===== config.mk =====
export PLATFORM = sky130hd
export DESIGN_NAME = dm_sba_ctrl_flat
export DESIGN_NICKNAME = d
export VERILOG_FILES = /design/src/rtl/dm_sba_ctrl_if.sv /design/src/rtl/dm_sba_ctrl.sv /design/src/flat_wrapper.sv
export SDC_FILE = /design/constraint.sdc
export NUM_CORES = 1
export LEC_CHECK = 0
export ABC_AREA = 1
export CAP_MARGIN = 10
export CORE_UTILIZATION = 40
export CTS_BUF_LIST = sky130_fd_sc_hd__clkbuf_4
export CTS_CLUSTER_DIAMETER = 40
export DETAILED_ROUTE_END_ITERATION = 8
export DONT_BUFFER_PORTS = 1
export GPL_TIMING_DRIVEN = 0
export PLACE_DENSITY = 0.62
export SLEW_MARGIN = 25
export SYNTH_ARGS = -nofsm -noshare
export SYNTH_HDL_FRONTEND = slang
export SYNTH_SLANG_ARGS = --single-unit

===== constraint.sdc =====
create_clock -name clk_i -period 7.16 [get_ports clk_i]
set_input_delay 1.074 -clock clk_i [delete_from_list [all_inputs] [get_ports clk_i]]
set_output_delay 1.074 -clock clk_i [all_outputs]
set_load 0.03 [all_outputs]

===== src/rtl/dm_sba_ctrl_if.sv =====
// Bus master port of the debug-module system bus access engine:
// req/gnt request handshake followed by an r_valid qualified response.
interface dm_sba_ctrl_if #(
  parameter int BusWidth = 32
);
  logic                  req;
  logic [BusWidth-1:0]   add;
  logic                  we;
  logic [BusWidth-1:0]   wdata;
  logic [BusWidth/8-1:0] be;
  logic                  gnt;
  logic                  r_valid;
  logic                  r_err;
  logic [BusWidth-1:0]   r_rdata;

  modport master (
    output req, add, we, wdata, be,
    input  gnt, r_valid, r_err, r_rdata
  );

  modport slave (
    input  req, add, we, wdata, be,
    output gnt, r_valid, r_err, r_rdata
  );
endinterface


===== src/rtl/dm_sba_ctrl.sv =====
// System bus access engine for the RISC-V debug module: launches one lane-aligned
// bus transaction per debugger trigger and reports data, auto-increment and faults.
module dm_sba_ctrl #(
  parameter int BusWidth      = 32,
  parameter int TimeoutCycles = 255
) (
  input  logic                clk_i,
  input  logic                rst_i,
  input  logic                dmactive_i,
  dm_sba_ctrl_if.master       master,
  input  logic [BusWidth-1:0] sbaddress_i,
  input  logic                sbaddress_write_valid_i,
  input  logic                sbreadonaddr_i,
  input  logic                sbautoincrement_i,
  input  logic [2:0]          sbaccess_i,
  input  logic                sbreadondata_i,
  input  logic [BusWidth-1:0] sbdata_i,
  input  logic                sbdata_read_valid_i,
  input  logic                sbdata_write_valid_i,
  output logic [BusWidth-1:0] sbdata_o,
  output logic                sbdata_valid_o,
  output logic [BusWidth-1:0] sbaddress_o,
  output logic                sbaddress_valid_o,
  output logic                sbbusy_o,
  output logic                sbbusyerror_o,
  output logic                sberror_valid_o,
  output logic [2:0]          sberror_o
);

  localparam int BeW             = BusWidth / 8;
  localparam int OffW            = $clog2(BeW);
  localparam logic [2:0] MaxAcc  = 3'(OffW);
  localparam bit TimeoutEn       = (TimeoutCycles > 0);
  localparam int CntW            = (TimeoutCycles > 1) ? $clog2(TimeoutCycles + 1) : 1;
  localparam logic [CntW-1:0] CntLast = CntW'(TimeoutEn ? TimeoutCycles - 1 : 0);

  typedef enum logic [1:0] {Idle, Req, Wait, Drain} state_e;

  state_e              state_q;
  logic [CntW-1:0]     cnt_q;
  logic [BusWidth-1:0] addr_q;
  logic [BusWidth-1:0] wdata_q;
  logic                we_q;
  logic [2:0]          acc_q;
  logic [BeW-1:0]      be_q;
  logic                req_q;
  logic [BusWidth-1:0] sbdata_q;
  logic [BusWidth-1:0] sbaddress_q;
  logic                sbdata_valid_q;
  logic                sbaddress_valid_q;
  logic                busyerr_q;
  logic                err_valid_q;
  logic [2:0]          err_q;

  logic                write_trig;
  logic                read_trig;
  logic                any_trig;
  logic                size_err;
  logic                align_err;
  logic                resp_fire;
  logic                timeout_hit;
  logic [OffW-1:0]     offset_d;
  logic [OffW-1:0]     offset_q;
  logic [BeW-1:0]      be_d;
  logic [BusWidth-1:0] wdata_d;
  logic [BusWidth-1:0] rdata_lane;
  logic [BusWidth-1:0] sbaddress_d;

  assign write_trig = sbdata_write_valid_i;
  assign read_trig  = (sbdata_read_valid_i && sbreadondata_i) ||
                      (sbaddress_write_valid_i && sbreadonaddr_i);
  assign any_trig   = write_trig || read_trig;

  assign size_err   = (sbaccess_i > MaxAcc);
  assign align_err  = |(sbaddress_i & ((BusWidth'(1) << sbaccess_i) - BusWidth'(1)));

  // A full-width access shifts the one out of range, so the minus one yields all ones.
  assign offset_d   = sbaddress_i[OffW-1:0];
  assign be_d       = ((BeW'(1) << (8'd1 << sbaccess_i)) - BeW'(1)) << offset_d;
  assign wdata_d    = sbdata_i << {offset_d, 3'b000};

  assign offset_q    = addr_q[OffW-1:0];
  assign rdata_lane  = (master.r_rdata >> {offset_q, 3'b000}) &
                       ((BusWidth'(1) << (8'd8 << acc_q)) - BusWidth'(1));
  assign sbaddress_d = addr_q + (BusWidth'(1) << acc_q);

  // A grant and response in the same Req cycle completes the transaction directly.
  assign resp_fire   = master.r_valid &&
                       ((state_q == Wait) || ((state_q == Req) && master.gnt));
  assign timeout_hit = TimeoutEn && (cnt_q == CntLast);

  always_ff @(posedge clk_i or posedge rst_i) begin
    if (rst_i) begin
      state_q           <= Idle;
      cnt_q             <= '0;
      addr_q            <= '0;
      wdata_q           <= '0;
      we_q              <= 1'b0;
      acc_q             <= '0;
      be_q              <= '0;
      req_q             <= 1'b0;
      sbdata_q          <= '0;
      sbaddress_q       <= '0;
      sbdata_valid_q    <= 1'b0;
      sbaddress_valid_q <= 1'b0;
      busyerr_q         <= 1'b0;
      err_valid_q       <= 1'b0;
      err_q             <= '0;
    end else if (!dmactive_i) begin
      state_q           <= Idle;
      cnt_q             <= '0;
      addr_q            <= '0;
      wdata_q           <= '0;
      we_q              <= 1'b0;
      acc_q             <= '0;
      be_q              <= '0;
      req_q             <= 1'b0;
      sbdata_q          <= '0;
      sbaddress_q       <= '0;
      sbdata_valid_q    <= 1'b0;
      sbaddress_valid_q <= 1'b0;
      busyerr_q         <= 1'b0;
      err_valid_q       <= 1'b0;
      err_q             <= '0;
    end else begin
      sbdata_valid_q    <= 1'b0;
      sbaddress_valid_q <= 1'b0;
      err_valid_q       <= 1'b0;
      busyerr_q         <= any_trig && (state_q != Idle);

      if (resp_fire) begin
        state_q <= Idle;
        cnt_q   <= '0;
        req_q   <= 1'b0;
        if (master.r_err) begin
          err_valid_q <= 1'b1;
          err_q       <= 3'd2;
        end else begin
          if (!we_q) begin
            sbdata_q       <= rdata_lane;
            sbdata_valid_q <= 1'b1;
          end
          if (sbautoincrement_i) begin
            sbaddress_q       <= sbaddress_d;
            sbaddress_valid_q <= 1'b1;
          end
        end
      end else begin
        unique case (state_q)
          Idle: begin
            cnt_q <= '0;
            if (any_trig) begin
              if (size_err) begin
                err_valid_q <= 1'b1;
                err_q       <= 3'd4;
              end else if (align_err) begin
                err_valid_q <= 1'b1;
                err_q       <= 3'd3;
              end else begin
                state_q <= Req;
                req_q   <= 1'b1;
                addr_q  <= sbaddress_i;
                acc_q   <= sbaccess_i;
                we_q    <= write_trig;
                be_q    <= be_d;
                wdata_q <= wdata_d;
              end
            end
          end
          Req: begin
            if (master.gnt) begin
              state_q <= Wait;
              cnt_q   <= '0;
              req_q   <= 1'b0;
            end else if (timeout_hit) begin
              state_q     <= Idle;
              cnt_q       <= '0;
              req_q       <= 1'b0;
              err_valid_q <= 1'b1;
              err_q       <= 3'd1;
            end else begin
              cnt_q <= cnt_q + CntW'(1);
            end
          end
          Wait: begin
            // The late response is still owed by the bus, so Drain absorbs it.
            if (timeout_hit) begin
              state_q     <= Drain;
              cnt_q       <= '0;
              err_valid_q <= 1'b1;
              err_q       <= 3'd1;
            end else begin
              cnt_q <= cnt_q + CntW'(1);
            end
          end
          Drain: begin
            if (master.r_valid) begin
              state_q <= Idle;
            end
          end
          default: state_q <= Idle;
        endcase
      end
    end
  end

  assign master.req        = req_q;
  assign master.add        = addr_q;
  assign master.we         = we_q;
  assign master.be         = be_q;
  assign master.wdata      = wdata_q;

  assign sbdata_o          = sbdata_q;
  assign sbdata_valid_o    = sbdata_valid_q;
  assign sbaddress_o       = sbaddress_q;
  assign sbaddress_valid_o = sbaddress_valid_q;
  assign sbbusy_o          = (state_q != Idle);
  assign sbbusyerror_o     = busyerr_q;
  assign sberror_valid_o   = err_valid_q;
  assign sberror_o         = err_q;

endmodule


===== src/flat_wrapper.sv =====
// flat-port wrapper written by rule: the top's interface ports become plain ports
module dm_sba_ctrl_flat 
#(
  parameter int BusWidth      = 32,
  parameter int TimeoutCycles = 255
)
  (clk_i, rst_i, dmactive_i, sbaddress_i, sbaddress_write_valid_i, sbreadonaddr_i, sbautoincrement_i, sbaccess_i, sbreadondata_i, sbdata_i, sbdata_read_valid_i, sbdata_write_valid_i, sbdata_o, sbdata_valid_o, sbaddress_o, sbaddress_valid_o, sbbusy_o, sbbusyerror_o, sberror_valid_o, sberror_o, master_req, master_add, master_we, master_wdata, master_be, master_gnt, master_r_valid, master_r_err, master_r_rdata);
  dm_sba_ctrl_if #(.BusWidth(BusWidth)) master_i ();
  input  logic clk_i;
  input  logic rst_i;
  input  logic dmactive_i;
  input  logic [BusWidth-1:0] sbaddress_i;
  input  logic sbaddress_write_valid_i;
  input  logic sbreadonaddr_i;
  input  logic sbautoincrement_i;
  input  logic [2:0] sbaccess_i;
  input  logic sbreadondata_i;
  input  logic [BusWidth-1:0] sbdata_i;
  input  logic sbdata_read_valid_i;
  input  logic sbdata_write_valid_i;
  output logic [BusWidth-1:0] sbdata_o;
  output logic sbdata_valid_o;
  output logic [BusWidth-1:0] sbaddress_o;
  output logic sbaddress_valid_o;
  output logic sbbusy_o;
  output logic sbbusyerror_o;
  output logic sberror_valid_o;
  output logic [2:0] sberror_o;
  output wire logic [$bits(master_i.req)-1:0] master_req;
  output wire logic [$bits(master_i.add)-1:0] master_add;
  output wire logic [$bits(master_i.we)-1:0] master_we;
  output wire logic [$bits(master_i.wdata)-1:0] master_wdata;
  output wire logic [$bits(master_i.be)-1:0] master_be;
  input wire logic [$bits(master_i.gnt)-1:0] master_gnt;
  input wire logic [$bits(master_i.r_valid)-1:0] master_r_valid;
  input wire logic [$bits(master_i.r_err)-1:0] master_r_err;
  input wire logic [$bits(master_i.r_rdata)-1:0] master_r_rdata;
  assign master_req = master_i.req;
  assign master_add = master_i.add;
  assign master_we = master_i.we;
  assign master_wdata = master_i.wdata;
  assign master_be = master_i.be;
  assign master_i.gnt = master_gnt;
  assign master_i.r_valid = master_r_valid;
  assign master_i.r_err = master_r_err;
  assign master_i.r_rdata = master_r_rdata;
  dm_sba_ctrl #(.BusWidth(BusWidth), .TimeoutCycles(TimeoutCycles)) u_core (.clk_i(clk_i), .rst_i(rst_i), .dmactive_i(dmactive_i), .master(master_i), .sbaddress_i(sbaddress_i), .sbaddress_write_valid_i(sbaddress_write_valid_i), .sbreadonaddr_i(sbreadonaddr_i), .sbautoincrement_i(sbautoincrement_i), .sbaccess_i(sbaccess_i), .sbreadondata_i(sbreadondata_i), .sbdata_i(sbdata_i), .sbdata_read_valid_i(sbdata_read_valid_i), .sbdata_write_valid_i(sbdata_write_valid_i), .sbdata_o(sbdata_o), .sbdata_valid_o(sbdata_valid_o), .sbaddress_o(sbaddress_o), .sbaddress_valid_o(sbaddress_valid_o), .sbbusy_o(sbbusy_o), .sbbusyerror_o(sbbusyerror_o), .sberror_valid_o(sberror_valid_o), .sberror_o(sberror_o));
endmodule

==> results.yml <==
setup_path:
  critPathRequiredTime_ns: 6.09
  cp_max_fo: 5
  worstPathArrival_ns: 1.65
  path_class: "reg -> out"
  endpoint_kind: "primary output"
  slowest_stage: "dfrtp_1"
  crit_top_cell: "inv_1"
  crit_path_max_incr_delay_ns: 0.45
  crit_chain: "inv_1, ha_1, inv_1"
  start_kind: "flip-flop"
cts:
  cts_hold_buf: 0
  ctsResizeCount: 0
  clock-root-buffer: "clkbuf_4"
  htreeDepth: 4
  cts_tree: "yes"
  cts_setup_buffers: 0
  worstSkewPairLatency_ns: 0.56
  cts_buffers: 17
  path_clk_slew_ns: 0.15
  cts.sinks: 154
  cts_max_path_buffers: 2
layout:
  final_cells: 1476
  seq_area_um2: 3850
  fillCellCount: 2245
  drive_above_1_share_pct: 7.83
  stdcell_area_um2: 9370
  layout.nets: 1316
  multiInputGateArea_um2: 4160
  area_growth_pct: 7.50
flow_run:
  cap_viol_max_count: 0
floorplan:
  rows: 53
  dieArea_um2: 22400
  start_util_pct: 41.1
  core_area_um2: 21200
  die_h_um: 150
  io_pins: 253
  die_w_um: 150
global_routing:
  grtUsageTotal_pct: 25.2
  grt_pass1_vias: 7844
  gr-total-overflow: 0
  grt_first_pass_wirelength_mm: 43.0
  grt_max_degree: 91
  grt_antenna_before_repair: 1
timing:
  finalSetupTns_ns: 0
  whs_ns: 0.348
  rsz0062_at_grt: "no"
  period_share_pct: 38.1
  max_freq_mhz: 367
  post-route-min-period_ns: 2.72
  relSlewSlack_pct: 54.3
  worst_pin_slew_ns: 0.683
  maxSlewViolCount: 0
  final_hold_viol_count: 0
  skew_ns: 0.0261
  setup_violations: 0
place:
  place.detailed.instances: 1443
  dp_hpwl_mm: 21.3
  io_buffers: 0
  finalWeightedCongestion: 0.946
  dpl_cell_area_um2: 9100
synth:
  ys_warn_count: 0
  syn_avg_cell_area_um2: 7.47
  ys_seq_elements: 154
  synth_cell_types: 47
  yosysSeqAreaShare_pct: 44.2
  syn-num-nets: 1296
  syn-instance-count: 1167
  syn-cell-area_um2: 8720
routing:
  drc: 0
  wl_per_cell_um: 19.0
  final_antenna_net_count: 0
  vias: 8013
  initialDrtViolationCount: 539
  finalWirelength_mm: 28.0
  viasPerCell: 5.43
  dr.pass1.iters: 6
run_status:
  status: "complete, no violations"
power_and_ir_drop:
  p_per_area_nw_per_um2: 203
  peakVddDrop_mv: 0.0969
  cellLeakagePower_uw: 0.00478
hold_path:
  hp-class: "in -> async"
## metal layers
metal | vias up | global-route usage, % | routed length, µm
met4 | 0 | 8.78 | 743
met2 | 309 | 41.5 | 13200
li1 | 3866 | - | -
met5 | - | 0 | 0
met1 | 3781 | 31.6 | 11700
met3 | 57 | 6.89 | 2450
## state kept, by name, summed over array words and instances (netlist names)
signal,count
u_core.sberror_valid_o,1
u_core.acc_q,3
u_core.state_q,2
u_core.master.be,4
u_core.sbaddress_o,32
u_core.sberror_o,3
u_core.master.req,1
u_core.cnt_q,8
u_core.sbaddress_valid_o,1
u_core.master.add,32
u_core.sbbusyerror_o,1
u_core.sbdata_valid_o,1
u_core.master.wdata,32
u_core.master.we,1
u_core.sbdata_o,32
## kinds of logic after synthesis
kind of cell | count (synthesis) | synth area share, %
muxes | 12 | 1.38
xor gates and xnor gates | 7 | 0.703
AOI/OAI and AO/OA | 162 | 10.6
DFF | 154 | 44.2
and+or+nand+nor | 646 | 32.3
buffers and inverters | 168 | 8.12
adders and majority gates | 18 | 2.67
## Yosys cell counts, drive strengths merged
master,n,area (µm²)
nand2,384,1460
nand3,159,846
dfrtp,154,3850
inv,116,435
o21ai,105,529
nor2,70,295
buf,32,196
a21oi,17,96.4
clkbuf,17,63.8
ha,17,213
nand4,16,115
o211ai,16,120
mux2i,12,120
nor3,8,40.0
o22ai,7,43.8
o41ai,6,52.6
xnor2,6,52.6
clkinv,3,12.5
nand3b,3,22.5
or2,3,18.8
a22o,2,17.5
a31oi,2,12.5
and2,2,12.5
o21bai,2,15.0
a211oi,1,7.51
a21boi,1,7.51
a21o,1,7.51
and3,1,6.26
fa,1,20.0
o21a,1,8.76
o31ai,1,7.51
xor2,1,8.76
## where the power goes
| part | internal (µW) | leakage, µW | switching [µW] |
|---|---|---|---|
| Clock | 185 | 0.000144 | 353 |
| Combinational | 99.1 | 0.00251 | 234 |
| Sequential | 909 | 0.00213 | 121 |
## critical path, delay by kind of cell (launching register included)
family	cells	cell delay [ns]
flip-flops	1	0.45
adder cells (fa/ha/maj)	1	0.26
buffers and inverters	2	0.40
## cell type report
| class | instances | area share (%) |
|---|---|---|
| Timing Repair Buffer | 1 | 0.294 |
| Clock buffer | 18 | 1.44 |
| Tap cell | 275 | 3.67 |
| Multi-Input combinational cell | 845 | 44.4 |
| Clock inverter | 14 | 1.47 |
| Buffer | 49 | 2.78 |
| Inverter | 119 | 4.86 |
| Sequential cell | 154 | 41.1 |
| Antenna cell | 1 | 0.0267 |
## per-stage QoR
| step | total power (µW) | utilization [%] | setup WS, ns |
|---|---|---|---|
| finish | 1900 | 44.2 | 4.44 |
| global route | 2000 | 44.2 | 4.28 |
| CTS | 1920 | 44.2 | 4.38 |
| detailed placement | 1380 | 42.9 | 4.49 |
| global placement | 1380 | 42.7 | 0.115 |
| floorplan | 1280 | - | 1.94 |
## worst paths after layout
path / startpoint / cells after the start / slack [ns] / endpoint
max reg2reg: u_core.master.add[0]$_DFFE_PP0P_ / 10 / 4.69 / u_core.sbaddress_o[24]$_DFFE_PP0P_
min: rst_i / 1 / 0.35 / u_core.master.add[11]$_DFFE_PP0P_
min reg2reg: u_core.cnt_q[1]$_DFFE_PP0N_ / 2 / 0.56 / u_core.cnt_q[1]$_DFFE_PP0N_
min in group clk_i: u_core.cnt_q[1]$_DFFE_PP0N_ / 2 / 0.56 / u_core.cnt_q[1]$_DFFE_PP0N_
max in group asynchronous: rst_i / 2 / 5.95 / u_core.cnt_q[4]$_DFFE_PP0N_
max: u_core.state_q[0]$_DFFE_PP0P_ / 3 / 4.44 / sbbusy_o
## cells in the final DEF, fill, tap and decap left out, types with 3 or more instances in the layout
cell type	instances
nand4_1	15
inv_2	5
or2_2	3
o41ai_1	6
clkbuf_1	17
buf_1	4
buf_2	18
inv_6	4
nand3_2	10
dfrtp_1	154
a21oi_1	16
nor2_4	4
inv_8	3
o21ai_0	101
clkinv_2	3
clkinvlp_4	3
o211ai_1	16
nand2_1	380
nand3_1	149
buf_4	8
clkbuf_4	18
nand3b_1	3
nor2_1	65
inv_1	110
o21ai_1	3
nor3_1	8
ha_1	17
xnor2_1	6
o22ai_1	7
mux2i_1	12
(Power assumes the default switching activity.)
